<file path="src/rtl/ws281x_pkg.sv">
// Shared types and pixel arithmetic for the WS281x frame source.
// Pixels are stored RGB and reordered to GRB on the way to the serialiser.
package ws281x_pkg;

   typedef struct packed {
      logic [7:0] r;
      logic [7:0] g;
      logic [7:0] b;
   } pixel_t;

   typedef enum logic [2:0] {
      IDLE    = 3'd0,
      LOAD    = 3'd1,
      KICK    = 3'd2,
      PRESENT = 3'd3,
      DRAIN   = 3'd4
   } frame_state_e;

   // (ch * (bright + 1)) >> 8, so 255 is identity and 0 blanks the channel.
   function automatic logic [7:0] scale_ch(input logic [7:0] ch, input logic [7:0] bright);
      logic [16:0] w_prod;
      logic [8:0]  w_mult;
      w_mult = {1'b0, bright} + 9'd1;
      w_prod = {9'd0, ch} * {8'd0, w_mult};
      return w_prod[15:8];
   endfunction

   function automatic logic [23:0] to_grb(input pixel_t px);
      return {px.g, px.r, px.b};
   endfunction

endpackage

</file>
<file path="src/rtl/ws281x_pixel_buf.sv">
// Single-port-write, registered-read pixel RAM with read-first behaviour.
// Out-of-range write addresses are dropped.
module ws281x_pixel_buf
   import ws281x_pkg::*;
#(
   parameter int NumLeds = 64,
   parameter int LedIdxW = $clog2(NumLeds)
) (
   input  logic               clk_i,
   input  logic               wr_en_i,
   input  logic [LedIdxW-1:0] wr_addr_i,
   input  pixel_t             wr_data_i,
   input  logic               rd_en_i,
   input  logic [LedIdxW-1:0] rd_addr_i,
   output pixel_t             rd_data_o
);

   localparam logic [LedIdxW:0] Depth = (LedIdxW+1)'(NumLeds);

   pixel_t r_mem [NumLeds];
   pixel_t r_rd_data;
   logic   w_wr_ok;

   assign w_wr_ok = wr_en_i && ({1'b0, wr_addr_i} < Depth);

   // Both updates are non-blocking, so a same-address read sees the old word.
   always_ff @(posedge clk_i) begin
      if (w_wr_ok) begin
         r_mem[wr_addr_i] <= wr_data_i;
      end
      if (rd_en_i) begin
         r_rd_data <= r_mem[rd_addr_i];
      end
   end

   assign rd_data_o = r_rd_data;

endmodule

</file>
<file path="src/rtl/ws281x_frame_src.sv">
// Streams a buffered frame of RGB pixels, brightness-scaled and GRB-ordered,
// into the WS281x serialiser over its go / valid / last / ack handshake.
module ws281x_frame_src
   import ws281x_pkg::*;
#(
   parameter int NumLeds = 64,
   parameter int LedIdxW = $clog2(NumLeds)
) (
   input  logic               clk_i,
   input  logic               rst_i,
   input  logic               wr_en_i,
   input  logic [LedIdxW-1:0] wr_addr_i,
   input  logic [23:0]        wr_data_i,
   input  logic [LedIdxW:0]   num_leds_i,
   input  logic [7:0]         brightness_i,
   input  logic               start_i,
   output logic               busy_o,
   output logic               drv_go_o,
   input  logic               drv_idle_i,
   output logic [23:0]        drv_data_o,
   output logic               drv_data_valid_o,
   output logic               drv_data_last_o,
   input  logic               drv_data_ack_i,
   output frame_state_e       dbg_state_o
);

   // Handshake: a word transfers on a cycle where drv_data_valid_o and
   // drv_data_ack_i are both high; data and last hold steady until then.

   localparam logic [LedIdxW:0] MaxLen = (LedIdxW+1)'(NumLeds);

   frame_state_e       r_state;
   frame_state_e       w_state_nxt;
   logic [LedIdxW:0]   r_len;
   logic [LedIdxW:0]   r_idx;
   logic [LedIdxW:0]   w_idx_nxt;
   logic [7:0]         r_bright;
   logic [23:0]        r_data;
   logic               r_valid;
   logic               r_last;
   logic               r_drain_hold;
   logic               w_start_ok;
   logic               w_ack;
   logic               w_rd_en;
   logic [LedIdxW-1:0] w_rd_addr;
   pixel_t             w_rd_px;
   pixel_t             w_scaled;

   ws281x_pixel_buf #(
      .NumLeds (NumLeds),
      .LedIdxW (LedIdxW)
   ) u_buf (
      .clk_i     (clk_i),
      .wr_en_i   (wr_en_i),
      .wr_addr_i (wr_addr_i),
      .wr_data_i (pixel_t'(wr_data_i)),
      .rd_en_i   (w_rd_en),
      .rd_addr_i (w_rd_addr),
      .rd_data_o (w_rd_px)
   );

   assign w_start_ok = start_i && (r_state == IDLE) &&
                       (num_leds_i != '0) && (num_leds_i <= MaxLen);
   assign w_ack      = r_valid && drv_data_ack_i;

   always_comb begin
      w_state_nxt = r_state;
      w_idx_nxt   = r_idx;
      w_rd_en     = 1'b0;
      unique case (r_state)
         IDLE: begin
            if (w_start_ok) begin
               w_state_nxt = LOAD;
               w_idx_nxt   = '0;
               w_rd_en     = 1'b1;
            end
         end
         LOAD: begin
            w_state_nxt = (r_idx == '0) ? KICK : PRESENT;
         end
         KICK, PRESENT: begin
            if (w_ack) begin
               if (r_last) begin
                  w_state_nxt = DRAIN;
               end else begin
                  w_state_nxt = LOAD;
                  w_idx_nxt   = r_idx + 1'b1;
                  w_rd_en     = 1'b1;
               end
            end
         end
         DRAIN: begin
            // The driver is still busy in the cycle after the final ack.
            if (!r_drain_hold && drv_idle_i) begin
               w_state_nxt = IDLE;
            end
         end
         default: w_state_nxt = IDLE;
      endcase
   end

   assign w_rd_addr  = w_idx_nxt[LedIdxW-1:0];
   assign w_scaled.r = scale_ch(w_rd_px.r, r_bright);
   assign w_scaled.g = scale_ch(w_rd_px.g, r_bright);
   assign w_scaled.b = scale_ch(w_rd_px.b, r_bright);

   always_ff @(posedge clk_i) begin
      if (rst_i) begin
         r_state      <= IDLE;
         r_len        <= '0;
         r_idx        <= '0;
         r_bright     <= '0;
         r_data       <= '0;
         r_valid      <= 1'b0;
         r_last       <= 1'b0;
         r_drain_hold <= 1'b0;
      end else begin
         r_state      <= w_state_nxt;
         r_idx        <= w_idx_nxt;
         r_drain_hold <= (w_state_nxt == DRAIN) && (r_state != DRAIN);
         if (w_start_ok) begin
            r_len    <= num_leds_i;
            r_bright <= brightness_i;
         end
         if (r_state == LOAD) begin
            r_data  <= to_grb(w_scaled);
            r_valid <= 1'b1;
            r_last  <= (r_idx == r_len - 1'b1);
         end else if (w_ack) begin
            r_valid <= 1'b0;
            r_last  <= 1'b0;
         end
      end
   end

   assign busy_o           = (r_state != IDLE);
   assign drv_go_o         = (r_state == KICK) && drv_idle_i;
   assign drv_data_o       = r_data;
   assign drv_data_valid_o = r_valid;
   assign drv_data_last_o  = r_last;
   assign dbg_state_o      = r_state;

   a_ack_needs_valid: assert property (@(posedge clk_i) disable iff (rst_i)
      drv_data_ack_i |-> r_valid);
   a_go_only_in_kick: assert property (@(posedge clk_i)
      drv_go_o |-> (r_state == KICK));

endmodule

</file>
<file path="config.mk">
export PLATFORM = sky130hd
export DESIGN_NAME = ws281x_frame_src
export DESIGN_NICKNAME = d
export VERILOG_FILES = /design/src/rtl/ws281x_pkg.sv /design/src/rtl/ws281x_pixel_buf.sv /design/src/rtl/ws281x_frame_src.sv
export SDC_FILE = /design/constraint.sdc
export NUM_CORES = 2
export LEC_CHECK = 0
export BUFFER_PORTS_ARGS = -buffer_cell sky130_fd_sc_hd__buf_2
export CAP_MARGIN = 20
export CELL_PAD_IN_SITES_DETAIL_PLACEMENT = 0
export CELL_PAD_IN_SITES_GLOBAL_PLACEMENT = 2
export CORE_ASPECT_RATIO = 1.4
export CORE_MARGIN = 10
export CORE_UTILIZATION = 49
export DETAILED_ROUTE_END_ITERATION = 6
export PLACE_DENSITY_LB_ADDON = 0.1
export SLEW_MARGIN = 15
export SYNTH_ARGS = -nofsm -noshare
export SYNTH_HDL_FRONTEND = slang
export SYNTH_SLANG_ARGS = --single-unit
</file>
<file path="constraint.sdc">
create_clock -name clk_i -period 11.3 [get_ports clk_i]
set_input_delay 0 -clock clk_i [delete_from_list [all_inputs] [get_ports clk_i]]
set_output_delay 0 -clock clk_i [all_outputs]
set_load 0.01 [all_outputs]
</file>
== After elaboration in Yosys (flattened, before gate mapping) ==
Memory sizes are Yosys's and may differ from the RTL's. A register that Yosys moved wholly into a read port is not among the register bits.
Index checks and enable logic that the tools add are counted.
Storage, ports and cells
  flip-flop bits (word level): 52
  memory bits (writable): 1536
  input bits: 51
  output and inout port bits: 31
  memories: 1
Memory list
  u_buf.r_mem: words 64, width 24, read ports 1, clocked after memory_dff 1, write ports 1, RTL line ws281x_pixel_buf.sv:20  | pixel_t r_mem [NumLeds];
Cells by class
  $add $sub $neg: 3
  multipliers: 3
  order comparisons: 1
  equal/unequal tests: 10
  muxes and demuxes: 19
  reduce and logical (&&, ||, !) cells: 16
Operators by type and width (count)
  $mul A8 B9 Y16: 3
  $mux W7: 3
  $pmux W7 S2: 1
  $mux W3: 4
  $pmux W3 S4: 1
  $add A8 B1 Y9 const B: 1
  $mux W1: 9
  $add A7 B1 Y7 const B: 1
  $eq A7 B7 Y1: 1
  $le A7 B7 Y1 const B: 1
  $logic_and A1 B1 Y1: 7
  $logic_not A7 Y1: 1
  $reduce_bool A7 Y1: 1
  $sub A7 B1 Y7 const B: 1
  $eq A3 B2 Y1 const B: 2
  $eq A3 B3 Y1 const B: 2
  $ne A2 B2 Y1 const B: 3
  $reduce_and A4 Y1: 1
  $reduce_bool A2 Y1: 2
  $eq A3 B1 Y1 const B: 1
  $logic_not A3 Y1: 1
  $ne A3 B3 Y1 const B: 1
  $reduce_bool A3 Y1: 1
  $pmux W1 S2: 1
  other kinds (2): 2

== Logic depth before layout (Yosys ltp) ==
  depth in word-level cells: 8
  gate-level depth with buffers: 21
  mapped depth without buffers: 20

== By module ==
A second synthesis with hierarchy kept.
Second synthesis, totals
  cell total of the unflattened synthesis: 3657
  area total of the unflattened synthesis: 68431.9 um^2
Modules (own cells, without submodules)
  ws281x_pixel_buf: instances 1, cells each 2610, area each 59535.8 um^2, seq. area each 46844.9 um^2
  ws281x_frame_src: instances 1, cells each 1047, area each 8896.0 um^2, seq. area each 1041.0 um^2

== Worst setup path after synthesis ==
OpenSTA, ideal clock, no wires.
  path kind: register -> register
  from: register r_bright[2]
  to: register r_data[6], in the netlist drv_data_o[6]
  library setup time: 0.117 ns
  arrival time: 5.289 ns
  required time: 11.183 ns
  slack: 5.894 ns
  stages on the path, launching flop included: 20
  period minus slack after synthesis: 5.406 ns
  cells stage by stage: dfxtp_1 > nand3_1 > nor2_1 > and3_1 > xor2_1 > clkbuf_1 > and2_1 > fa_1 > fa_1 > fa_1 > inv_1 > fa_1 > inv_1 > ha_1 > and3_1 > a31o_2 > o41ai_1 > o21ai_0 > or3_1 > a32o_1
On the way
  longest elaborated chain between the ends: 2
Ends and longest elaborated chain
  from (decl): RTL line ws281x_frame_src.sv:37  | logic [7:0] r_bright;
  from (signal assigned): RTL line ws281x_frame_src.sv:123  | r_bright <= brightness_i;
  $add A8 B1 Y9: RTL line ws281x_pkg.sv:23  | w_mult = {1'b0, bright} + 9'd1;
  $mul A8 B9 Y16: RTL line ws281x_pkg.sv:24  | w_prod = {9'd0, ch} * {8'd0, w_mult};
  to (signal assigned): RTL line ws281x_frame_src.sv:126  | r_data <= to_grb(w_scaled);
  to (decl): RTL line ws281x_frame_src.sv:38  | logic [23:0] r_data;
No other way between the ends.
A chain may end at the register's enable or synchronous reset.

== Final worst setup path ==
  from: register r_bright[0]
  to: register r_data[7], in the netlist drv_data_o[7]
The elaborated chain is that of the path after synthesis.

==> flow_metrics.env <==
export IMPL_cap_violations=0
export IMPL_cp_slowest_stage_delay_ps=540
export IMPL_dr_first_iter_drc_count=3848
export IMPL_gr_total_overflow=0
export IMPL_die_area_sq_mm=0.159
export IMPL_insertion_delay_ps=790
export IMPL_synth_cells_most_frequent="sky130_fd_sc_hd__edfxtp_1 (1560), sky130_fd_sc_hd__nand2_1 (1449), sky130_fd_sc_hd__nand3_1 (557), sky130_fd_sc_hd__inv_1 (162)"
export IMPL_worstPathArrival_ps=6770
export IMPL_cts_made_buffers=156
export IMPL_die_h_um=468
export IMPL_post_synth_edffs=1560
export IMPL_critical_path_top_cell_by_count="sky130_fd_sc_hd__fa_1"
export IMPL_initial_antenna_violation_count=4
export IMPL_netlist_area_leader_share=0.667
export IMPL_cts_htree_levels=4
export IMPL_coreArea_sq_mm=0.143
export IMPL_gate_count_after_technology_mapping=5464
export IMPL_rows=164
export IMPL_setup_total_negative_slack_ps=0
export IMPL_synth_seq_area_share=0.682
export IMPL_fin_worst_skew_ps=26.9
export IMPL_synth_net_count=5735
export IMPL_clock_root_buffer="sky130_fd_sc_hd__clkbuf_16"
export IMPL_unique_masters_post_synth=67
export IMPL_grt_setup_unrepaired="false"
export IMPL_crit_required_ps=11980
export IMPL_worstSetupStartpointType="flop"
export IMPL_first_pass_grt_wire_length_mm=292
export IMPL_ctsLongestPathBuffers=3
export IMPL_fillers=11900
export IMPL_synth_flop_cell="sky130_fd_sc_hd__edfxtp_1"
export IMPL_max_clock_freq_mhz=164
export IMPL_drt_pre_antenna_iters=6
export IMPL_postSynth_asyncResetShare=0
export IMPL_place_gp_congestion=0.806
export IMPL_total_power_mw=12.4
export IMPL_post_cts_hold_buffer_count=80
export IMPL_outcome="completed"
export IMPL_worstSetupPathType="flop to flop"
export IMPL_maximum_number_of_pins_on_one_net_before_global_route_repair=170
export IMPL_leakage_nw=29.4
export IMPL_numPortBuffers=81
export IMPL_vias_per_cell=5.76
export IMPL_worst_min_delay_path_category="input pin to flop"
export IMPL_tritoncts="yes"
export IMPL_dpl_hpwl_mm=111
export IMPL_finish_instance_area_sq_mm=0.0786
export IMPL_timing_critical_path_cells="buf_4 > ha_1 > nand2_1 > nor2_1 > xor2_1 > buf_4 > and2_1 > fa_1 > fa_1 > fa_1 > inv_1 > fa_1 > inv_1 > ha_1 > and3_1 > a31o_2 > o41ai_1 > o21ai_0 > o21ai_0 > mux2i_1 > nand2_1"
export IMPL_worst_path_max_fanout=24
export IMPL_post_route_min_period_ps=6090
export IMPL_chipWidth_um=340
export IMPL_top_level_ports=82
export IMPL_powerDensity_mw_per_mm2=157
export IMPL_ys_seq_elements=1612
export IMPL_post_synth_top_count_cell="sky130_fd_sc_hd__edfxtp_1"
export IMPL_first_global_vias=43900
export IMPL_post_synth_main_area_contributors="sky130_fd_sc_hd__edfxtp_1 (67%), sky130_fd_sc_hd__nand2_1 (7.7%), sky130_fd_sc_hd__nand3_1 (4.0%)"
export IMPL_post_drt_wl_per_cell_um=25.9
export IMPL_yosysTopAreaCell="sky130_fd_sc_hd__edfxtp_1"
export IMPL_setup_worst_path_end_class="flop"
export IMPL_vdd_ir_drop_max_v=0.000122
export IMPL_whs_ps=76.1
export IMPL_post_dp_cell_area_sq_mm=0.0729
export IMPL_slew_viol_final=0
export IMPL_cts_reportedPaths_clkPinSlew_ps=60
export IMPL_post_cts_resized=0
export IMPL_synthesis_yosys_warnings=0
export IMPL_max_slew_margin_rel=0.240
export IMPL_synth_area_per_cell_sq_um=12.9
export IMPL_cts_repair_timing_setup_buffer_count=0
export IMPL_cp_slowest_cell="sky130_fd_sc_hd__o41ai_1"
export IMPL_final_setup_viol_count=0
export IMPL_grt_util_all_layers=0.245
export IMPL_drive_gt1_frac=0.0970
export IMPL_route_detailed_drc=0
export IMPL_post_synth_design_cell_area_sq_mm=0.0702
export IMPL_detailed_route_via_count=43900
export IMPL_final_period_utilization=0.539
export IMPL_final_nets=5864
export IMPL_layout_area_overhead_vs_synth_pct=12.0
export IMPL_worst_slew_pin_slew_ps=1140
export IMPL_initial_core_util=0.492
export IMPL_cts_sinks=1612
export IMPL_wl_mm=197
export IMPL_finalHoldViolations=0
export IMPL_antenna_violating_nets_post_route=0
metal layers:
layer	vias to the layer above	GRT usage	wire length, um
met4	4	0.0845	6630
met1	22300	0.315	79700
met5	-	0	27
met2	1385	0.425	99500
li1	20000	-	-
met3	272	0.0340	11500
flip-flops by register name, summed over array words and instances (netlist names):
name,cells
u_buf.rd_data_o,24
dbg_state_o,3
r_drain_hold,1
r_idx,7
r_len,7
u_buf.r_mem,1536
drv_data_last_o,1
drv_data_o,24
drv_data_valid_o,1
r_bright,8
final timing paths:
path / start / slack, ps / end / cells after the start
max: r_bright[0] / 5210 / drv_data_o[7] / 21
min reg2reg: drv_data_o[11] / 450 / drv_data_o[11] / 2
max reg2reg: r_bright[0] / 5210 / drv_data_o[7] / 21
min: wr_addr_i[0] / 80 / u_buf.r_mem[51][6] / 3
cell type report:
cell class,count,area (sq um),share of cell area
Clock inverter,83,802,0.0102
Tap cell,1909,2390,0.0304
Sequential cell,1612,47900,0.609
Multi-Input combinational cell,3357,20500,0.261
Timing Repair Buffer,304,2340,0.0298
Inverter,162,608,0.00773
Antenna cell,2,5.00,0.0000636
Clock buffer,195,4110,0.0523
report_power, final:
| group | switching [mW] | leakage, nW | internal [mW] |
|---|---|---|---|
| Combinational | 0.399 | 12.6 | 0.199 |
| Sequential | 0.0397 | 14.5 | 6.61 |
| Clock | 2.21 | 2.40 | 2.92 |
cell usage in the layout (no fill, tap or decap), types with 32 or more instances in the layout:
cell                            Yosys  final
sky130_fd_sc_hd__edfxtp_1        1560   1560
sky130_fd_sc_hd__nand2_1         1449   1449
sky130_fd_sc_hd__nand3_1          557    557
sky130_fd_sc_hd__inv_1            162    162
sky130_fd_sc_hd__clkbuf_16          0    159
sky130_fd_sc_hd__and3_1           154    154
sky130_fd_sc_hd__mux2i_1          154    154
sky130_fd_sc_hd__a31oi_1          151    151
sky130_fd_sc_hd__and2_1           146    146
sky130_fd_sc_hd__buf_4             12    138
sky130_fd_sc_hd__fa_1             120    120
sky130_fd_sc_hd__ha_1             100    100
sky130_fd_sc_hd__buf_2            129     81
sky130_fd_sc_hd__dlygate4sd3_1      0     80
sky130_fd_sc_hd__dfxtp_1           52     52
sky130_fd_sc_hd__a32o_1            50     50
sky130_fd_sc_hd__a32oi_1           48     48
sky130_fd_sc_hd__nor2_2             0     48
sky130_fd_sc_hd__nor2_1           111     39
sky130_fd_sc_hd__clkbuf_1         147     36
sky130_fd_sc_hd__clkinv_1           0     35
sky130_fd_sc_hd__a21oi_1           33     32
worst max-delay path: cells and delay by family, from the launching register on:
kind	cells	cell delay, ps
AO/OA/AOI/OAI	4	1400
XOR/XNOR	1	160
adder cells (fa/ha/maj)	6	2500
buffers and inverters	4	690
flip-flops	1	330
multiplexers	1	220
AND/OR/NAND/NOR	5	670
per-stage QoR:
| stage | utilization | setup WS [ps] | instances |
|---|---|---|---|
| finish | 0.551 | 5210 | 7624 |
| CTS | 0.551 | 5110 | 7622 |
| global placement | 0.511 | 5200 | 7264 |
| global route | 0.551 | 4720 | 7622 |
| floorplan | - | 5890 | 5464 |
| detailed placement | 0.511 | 5140 | 7264 |
cells by family after synthesis:
logic type,share of synthesized area
AO/OA/AOI/OAI,0.0487
multiplexers,0.0219
adder cells (fa/ha/maj),0.0520
XOR/XNOR,0.00486
AND/OR/NAND/NOR,0.159
buffers and inverters,0.0317
flip-flops,0.682
Power figures use the tool's default switching activity.
